File: src/rtl/ddr_avmm_bridge.sv
// Bridges the matrix unit's shared DDR request port to an Avalon-MM host.
// Level-held requests with pulsed completions become one Avalon transaction
// at a time, with a read timeout and sticky error flags.
module ddr_avmm_bridge #(
    parameter int DataWidth     = 256,
    parameter int AddrWidth     = 26,
    parameter int AvmAddrWidth  = 32,
    parameter int TimeoutCycles = 1024
) (
    input  logic                      clk_i,
    input  logic                      rst_i,
    input  logic [AddrWidth-1:0]      ddr_address_i,
    input  logic                      ddr_w_en_i,
    input  logic [DataWidth-1:0]      ddr_w_data_i,
    output logic                      ddr_w_done_o,
    input  logic                      ddr_r_en_i,
    output logic [DataWidth-1:0]      ddr_r_data_o,
    output logic                      ddr_r_valid_o,
    output logic [AvmAddrWidth-1:0]   avm_address_o,
    output logic                      avm_read_o,
    output logic                      avm_write_o,
    output logic [DataWidth-1:0]      avm_writedata_o,
    output logic [DataWidth/8-1:0]    avm_byteenable_o,
    input  logic                      avm_waitrequest_i,
    input  logic [DataWidth-1:0]      avm_readdata_i,
    input  logic                      avm_readdatavalid_i,
    input  logic                      err_clear_i,
    output logic                      timeout_err_o,
    output logic                      stray_err_o
);

    localparam int ByteShift = $clog2(DataWidth / 8);
    localparam int CntWidth  = $clog2(TimeoutCycles);
    localparam logic [CntWidth-1:0] CntLast = CntWidth'(TimeoutCycles - 1);

    typedef enum logic [2:0] {
        S_IDLE,
        S_WR_REQ,
        S_RD_REQ,
        S_RD_WAIT,
        S_RESP
    } state_t;

    state_t                    r_state;
    state_t                    w_state_next;
    logic [CntWidth-1:0]       r_cnt;
    logic [AvmAddrWidth-1:0]   r_avm_address;
    logic [DataWidth-1:0]      r_avm_writedata;
    logic [DataWidth-1:0]      r_ddr_r_data;
    logic                      r_avm_read;
    logic                      r_avm_write;
    logic                      r_w_done;
    logic                      r_r_valid;
    logic                      r_timeout_err;
    logic                      r_stray_err;

    logic                      w_wr_accept;
    logic                      w_rd_accept;
    logic                      w_rd_data_hit;
    logic                      w_timeout_hit;
    logic                      w_stray_hit;
    logic                      w_avm_read_next;
    logic                      w_avm_write_next;
    logic                      w_w_done_next;
    logic                      w_r_valid_next;

    // Decode the events the FSM and datapath react to in the current state.
    always_comb begin
        w_wr_accept   = (r_state == S_IDLE) && ddr_w_en_i;
        w_rd_accept   = (r_state == S_IDLE) && !ddr_w_en_i && ddr_r_en_i;
        w_rd_data_hit = avm_readdatavalid_i &&
                        (((r_state == S_RD_REQ) && !avm_waitrequest_i) ||
                         (r_state == S_RD_WAIT));
        w_timeout_hit = (r_state == S_RD_WAIT) && !avm_readdatavalid_i &&
                        (r_cnt == CntLast);
        // Data with no read outstanding; RD_REQ before accept is not counted.
        w_stray_hit   = avm_readdatavalid_i &&
                        ((r_state == S_IDLE) || (r_state == S_WR_REQ) ||
                         (r_state == S_RESP));
    end

    // State register; reset aborts any transaction straight to IDLE.
    always_ff @(posedge clk_i or posedge rst_i) begin
        if (rst_i) begin
            r_state <= S_IDLE;
        end else begin
            r_state <= w_state_next;
        end
    end

    // Next-state logic: write has priority over read, one transaction at a time.
    always_comb begin
        w_state_next = r_state;
        case (r_state)
            S_IDLE: begin
                if (w_wr_accept) begin
                    w_state_next = S_WR_REQ;
                end else if (w_rd_accept) begin
                    w_state_next = S_RD_REQ;
                end
            end
            S_WR_REQ: begin
                if (!avm_waitrequest_i) begin
                    w_state_next = S_RESP;
                end
            end
            S_RD_REQ: begin
                if (!avm_waitrequest_i) begin
                    w_state_next = avm_readdatavalid_i ? S_RESP : S_RD_WAIT;
                end
            end
            S_RD_WAIT: begin
                if (w_rd_data_hit || w_timeout_hit) begin
                    w_state_next = S_RESP;
                end
            end
            S_RESP:  w_state_next = S_IDLE;
            default: w_state_next = S_IDLE;
        endcase
    end

    // Output logic: next values for the registered outputs, from the next state.
    always_comb begin
        w_avm_write_next = (w_state_next == S_WR_REQ);
        w_avm_read_next  = (w_state_next == S_RD_REQ);
        w_w_done_next    = (r_state == S_WR_REQ) && (w_state_next == S_RESP);
        w_r_valid_next   = w_rd_data_hit || w_timeout_hit;
    end

    // Output registers so no input reaches an output combinationally.
    always_ff @(posedge clk_i or posedge rst_i) begin
        if (rst_i) begin
            r_avm_write <= 1'b0;
            r_avm_read  <= 1'b0;
            r_w_done    <= 1'b0;
            r_r_valid   <= 1'b0;
        end else begin
            r_avm_write <= w_avm_write_next;
            r_avm_read  <= w_avm_read_next;
            r_w_done    <= w_w_done_next;
            r_r_valid   <= w_r_valid_next;
        end
    end

    // Capture request fields, return read data (zero on timeout), run the counter.
    always_ff @(posedge clk_i or posedge rst_i) begin
        if (rst_i) begin
            r_avm_address   <= '0;
            r_avm_writedata <= '0;
            r_ddr_r_data    <= '0;
            r_cnt           <= '0;
        end else begin
            if (w_wr_accept || w_rd_accept) begin
                r_avm_address <= AvmAddrWidth'(ddr_address_i) << ByteShift;
            end
            if (w_wr_accept) begin
                r_avm_writedata <= ddr_w_data_i;
            end
            if (w_rd_data_hit) begin
                r_ddr_r_data <= avm_readdata_i;
            end else if (w_timeout_hit) begin
                r_ddr_r_data <= '0;
            end
            if (r_state == S_RD_WAIT) begin
                r_cnt <= r_cnt + CntWidth'(1);
            end else begin
                r_cnt <= '0;
            end
        end
    end

    // Sticky error flags; a new error in the clearing cycle is kept.
    always_ff @(posedge clk_i or posedge rst_i) begin
        if (rst_i) begin
            r_timeout_err <= 1'b0;
            r_stray_err   <= 1'b0;
        end else begin
            r_timeout_err <= w_timeout_hit || (r_timeout_err && !err_clear_i);
            r_stray_err   <= w_stray_hit || (r_stray_err && !err_clear_i);
        end
    end

    assign ddr_w_done_o     = r_w_done;
    assign ddr_r_valid_o    = r_r_valid;
    assign ddr_r_data_o     = r_ddr_r_data;
    assign avm_address_o    = r_avm_address;
    assign avm_read_o       = r_avm_read;
    assign avm_write_o      = r_avm_write;
    assign avm_writedata_o  = r_avm_writedata;
    assign avm_byteenable_o = '1;
    assign timeout_err_o    = r_timeout_err;
    assign stray_err_o      = r_stray_err;

endmodule
File: config.mk
export PLATFORM = sky130hd
export DESIGN_NAME = ddr_avmm_bridge
export DESIGN_NICKNAME = d
export VERILOG_FILES = /design/src/rtl/ddr_avmm_bridge.sv
export SDC_FILE = /design/constraint.sdc
export NUM_CORES = 1
export LEC_CHECK = 0
export BUFFER_PORTS_ARGS = -buffer_cell sky130_fd_sc_hd__buf_2
export CAP_MARGIN = 20
export CORE_AREA = 2 2 436 438
export DETAILED_ROUTE_END_ITERATION = 7
export DIE_AREA = 0 0 438 440
export SLEW_MARGIN = 15
export SYNTH_ARGS = -nofsm -noshare
export SYNTH_HDL_FRONTEND = slang
export SYNTH_SLANG_ARGS = --single-unit
File: constraint.sdc
create_clock -name clk_i -period 18.1 [get_ports clk_i]
set_input_delay 3.62 -clock clk_i [delete_from_list [all_inputs] [get_ports clk_i]]
set_output_delay 3.62 -clock clk_i [all_outputs]
set_load 0.05 [all_outputs]
==> results.py <==
metrics = {
    "setup_path": {
        "criticalPathCategory": "input pin to register",
        "path_cells": "buf_2, and2_4, buf_4, buf_4, mux2_2",
        "crit_family": "buffers and inverters",
        "cp_slowest_stage_delay_ns": 0.84,
        "crit_path_end_kind": "register",
        "path_buf_inv": 3,
        "cp_data_required_time_ns": 18.66,
        "cp-start-kind": "input pin",
        "crit_top_cell": "buf_4",
        "crit_slowest_cell": "buf_4",
        "crit_arrival_ns": 6.58,
        "crit_fanout": 76,
    },
    "sta": {
        "setup_viol": 0,
        "period_share": 0.333,
        "grt_setup_unrepaired": "no",
        "max_slew_margin": 0.0364,
        "slew_viol_final": 0,
        "hold_viol": 0,
        "tightest_slew_ns": 1.45,
        "post-route-min-period_ns": 6.02,
        "fin_worst_skew_ns": 0.0247,
        "timing.fmax_mhz": 166,
        "fin_setup_tns_ns": 0,
    },
    "cts": {
        "insertion_delay_ns": 0.68,
        "clock_path_buffers": 3,
        "clk_pin_slew_ns": 0.06,
        "cts_sinks": 557,
        "post_cts.repair.setup_buffers": 0,
        "cts_made_buffers": 75,
        "cts_tree": "yes",
        "holdBufCountCts": 0,
        "post_cts_resized": 0,
        "cts_root_buf": "clkbuf_16",
        "htreeDepth": 3,
    },
    "global_route": {
        "grt_pass1_wl_um": 169000,
        "grt_overflow": 0,
        "antenna_found_initial": 128,
        "grt_max_degree": 231,
        "grt_use_total": 0.130,
        "grt_pass1_vias": 18181,
    },
    "synth": {
        "synth_adder_area_share": 0.000563,
        "yosysTopAreaCell": "dfrtp_1",
        "yosysUniqueCellTypes": 41,
        "ys_ff_latch": 557,
        "yosysWarnings": 0,
        "synth-compound-area-share": 0.164,
        "synth_edf_count": 0,
        "synthSimpleGateAreaFrac": 0.0117,
        "synth_area_um2": 22200,
        "synth.area.top_cells": "dfrtp_1 63%, mux2_2 13%, o2bb2ai_1 10%",
        "synthFlopType": "dfrtp_1",
        "netlist_instances": 1613,
        "yosysSeqAreaShare": 0.628,
        "synth_xor_area_frac": 0.00118,
        "synthArstFlopShare": 1.00,
        "synth_top_area_share": 0.628,
        "synthMuxAreaShare": 0.144,
        "avgSynthCellArea_um2": 13.8,
        "synth_top_family_by_area": "compound AO/OA/AOI/OAI gates",
    },
    "power_and_ir_drop": {
        "ir_drop_mv": 0.167,
        "power_leakage_nw": 14.5,
        "p_per_area_nw_per_um2": 244,
    },
    "die": {
        "row_count": 160,
        "core_um2": 189000,
        "io_pins": 1127,
        "die_h_um": 440,
        "start_util": 0.118,
        "die_x_um": 438,
        "dieArea_um2": 193000,
    },
    "drt": {
        "viasPerCell": 3.57,
        "route.detailed.drc": 0,
        "ant_nets": 0,
        "drt_iter0_drc": 1151,
        "drt_first_pass_iters": 5,
        "wl_um": 132000,
        "vias": 18658,
        "wl_per_cell_um": 25.2,
    },
    "cells_and_area": {
        "fin_util": 0.173,
        "syn_to_final_growth_pct": 46.9,
        "final_cell_mix": "1088 x buf_2, 557 x dfrtp_1, 264 x o21ai_0, 263 x mux2_2, 256 x o2bb2ai_1",
        "final_common_cell": "buf_2",
        "nets": 3193,
        "instances_no_fill": 5233,
        "final_cell_area_um2": 32600,
        "layout-drive-gt1-share": 0.556,
    },
    "run_status": {
        "status": "finished clean",
    },
    "place": {
        "placed_area_um2": 30100,
        "place_congestion": 0.946,
        "dpl.hpwl_um": 107000,
        "port_buffers": 1088,
        "dp_cells": 5081,
    },
    "hold_path": {
        "min_path_type": "register to register",
    },
    "flow_run": {
        "cap_violations": 0,
    },
}
[registers in the layout, indices dropped and copies added (netlist names)]
signal / flops
ddr_r_data_o: 256
r_state: 3
stray_err_o: 1
avm_address_o: 26
r_cnt: 10
avm_write_o: 1
ddr_w_done_o: 1
avm_read_o: 1
avm_writedata_o: 256
ddr_r_valid_o: 1
timeout_err_o: 1
[report_power, final]
part / switching [mW] / internal (mW) / total [mW]
clock network: 0.641 / 0.911 / 1.55
logic: 3.33 / 0.932 / 4.26
registers: 0.320 / 1.84 / 2.16
[Yosys cell counts (2+ instances only)]
master	n
dfrtp_1	557
o21ai_0	264
mux2_2	263
o2bb2ai_1	256
buf_4	92
clkbuf_1	51
buf_2	40
mux2_1	19
nor2_1	7
inv_1	6
a21oi_1	5
nand3b_1	5
buf_1	4
nand3_1	4
or3_1	4
nand2_1	3
conb_1	2
mux2i_1	2
nand4_1	2
nor2b_1	2
o21a_1	2
o31ai_1	2
or4_1	2
xnor2_1	2
[final timing paths]
| check | depth (start not counted) | from | slack, ns | endpoint |
|---|---|---|---|---|
| worst max-delay path | 5 | ddr_w_en_i | 12.08 | avm_writedata_o[95] |
| worst min-delay path | 1 | avm_writedata_o[231] | 0.48 | avm_writedata_o[231] |
| worst max register to register | 5 | r_state[0] | 14.23 | avm_writedata_o[95] |
| worst min register to register | 1 | avm_writedata_o[231] | 0.48 | avm_writedata_o[231] |
| max in group asynchronous | 5 | rst_i | 12.26 | avm_writedata_o[66] |
| min in group asynchronous | 2 | rst_i | 3.04 | ddr_r_data_o[163] |
[cell families after synthesis]
family,count (synthesis)
AO/OA/AOI/OAI,532
XOR/XNOR,3
adder cells (fa/ha/maj),1
buffers and inverters,194
flip-flops,557
multiplexers,284
other,2
AND/OR/NAND/NOR,40
[cell type report]
| class | instances | area [µm²] |
|---|---|---|
| well taps | 2511 | 3140 |
| clock buffers | 99 | 2100 |
| diodes | 17 | 42.5 |
| repair buffers | 1109 | 5650 |
| clock inverters | 36 | 440 |
| flip-flops and latches | 557 | 13900 |
| fillers | 20991 | 156000 |
| multi-input cells | 898 | 7290 |
| inverters | 6 | 26.3 |
[through the flow]
step                total power, mW  worst slack [ns]  hold slack, ns
finish                         7.98             12.08           0.482
global route                   8.37             11.82           0.497
CTS                            8.12             12.12           0.486
detailed placement             6.51             11.32           0.471
global placement               6.45             11.11           0.466
floorplan                      5.07              6.90           0.455
[routing by layer]
layer,vias to the layer above,GRT usage,part of all wire
li1,7952,-,-
met1,9429,0.135,0.35
met2,926,0.201,0.45
met3,313,0.0853,0.14
met4,38,0.0663,0.051
met5,-,0,0.0020
No activity file was read; power rests on OpenSTA's default activity.
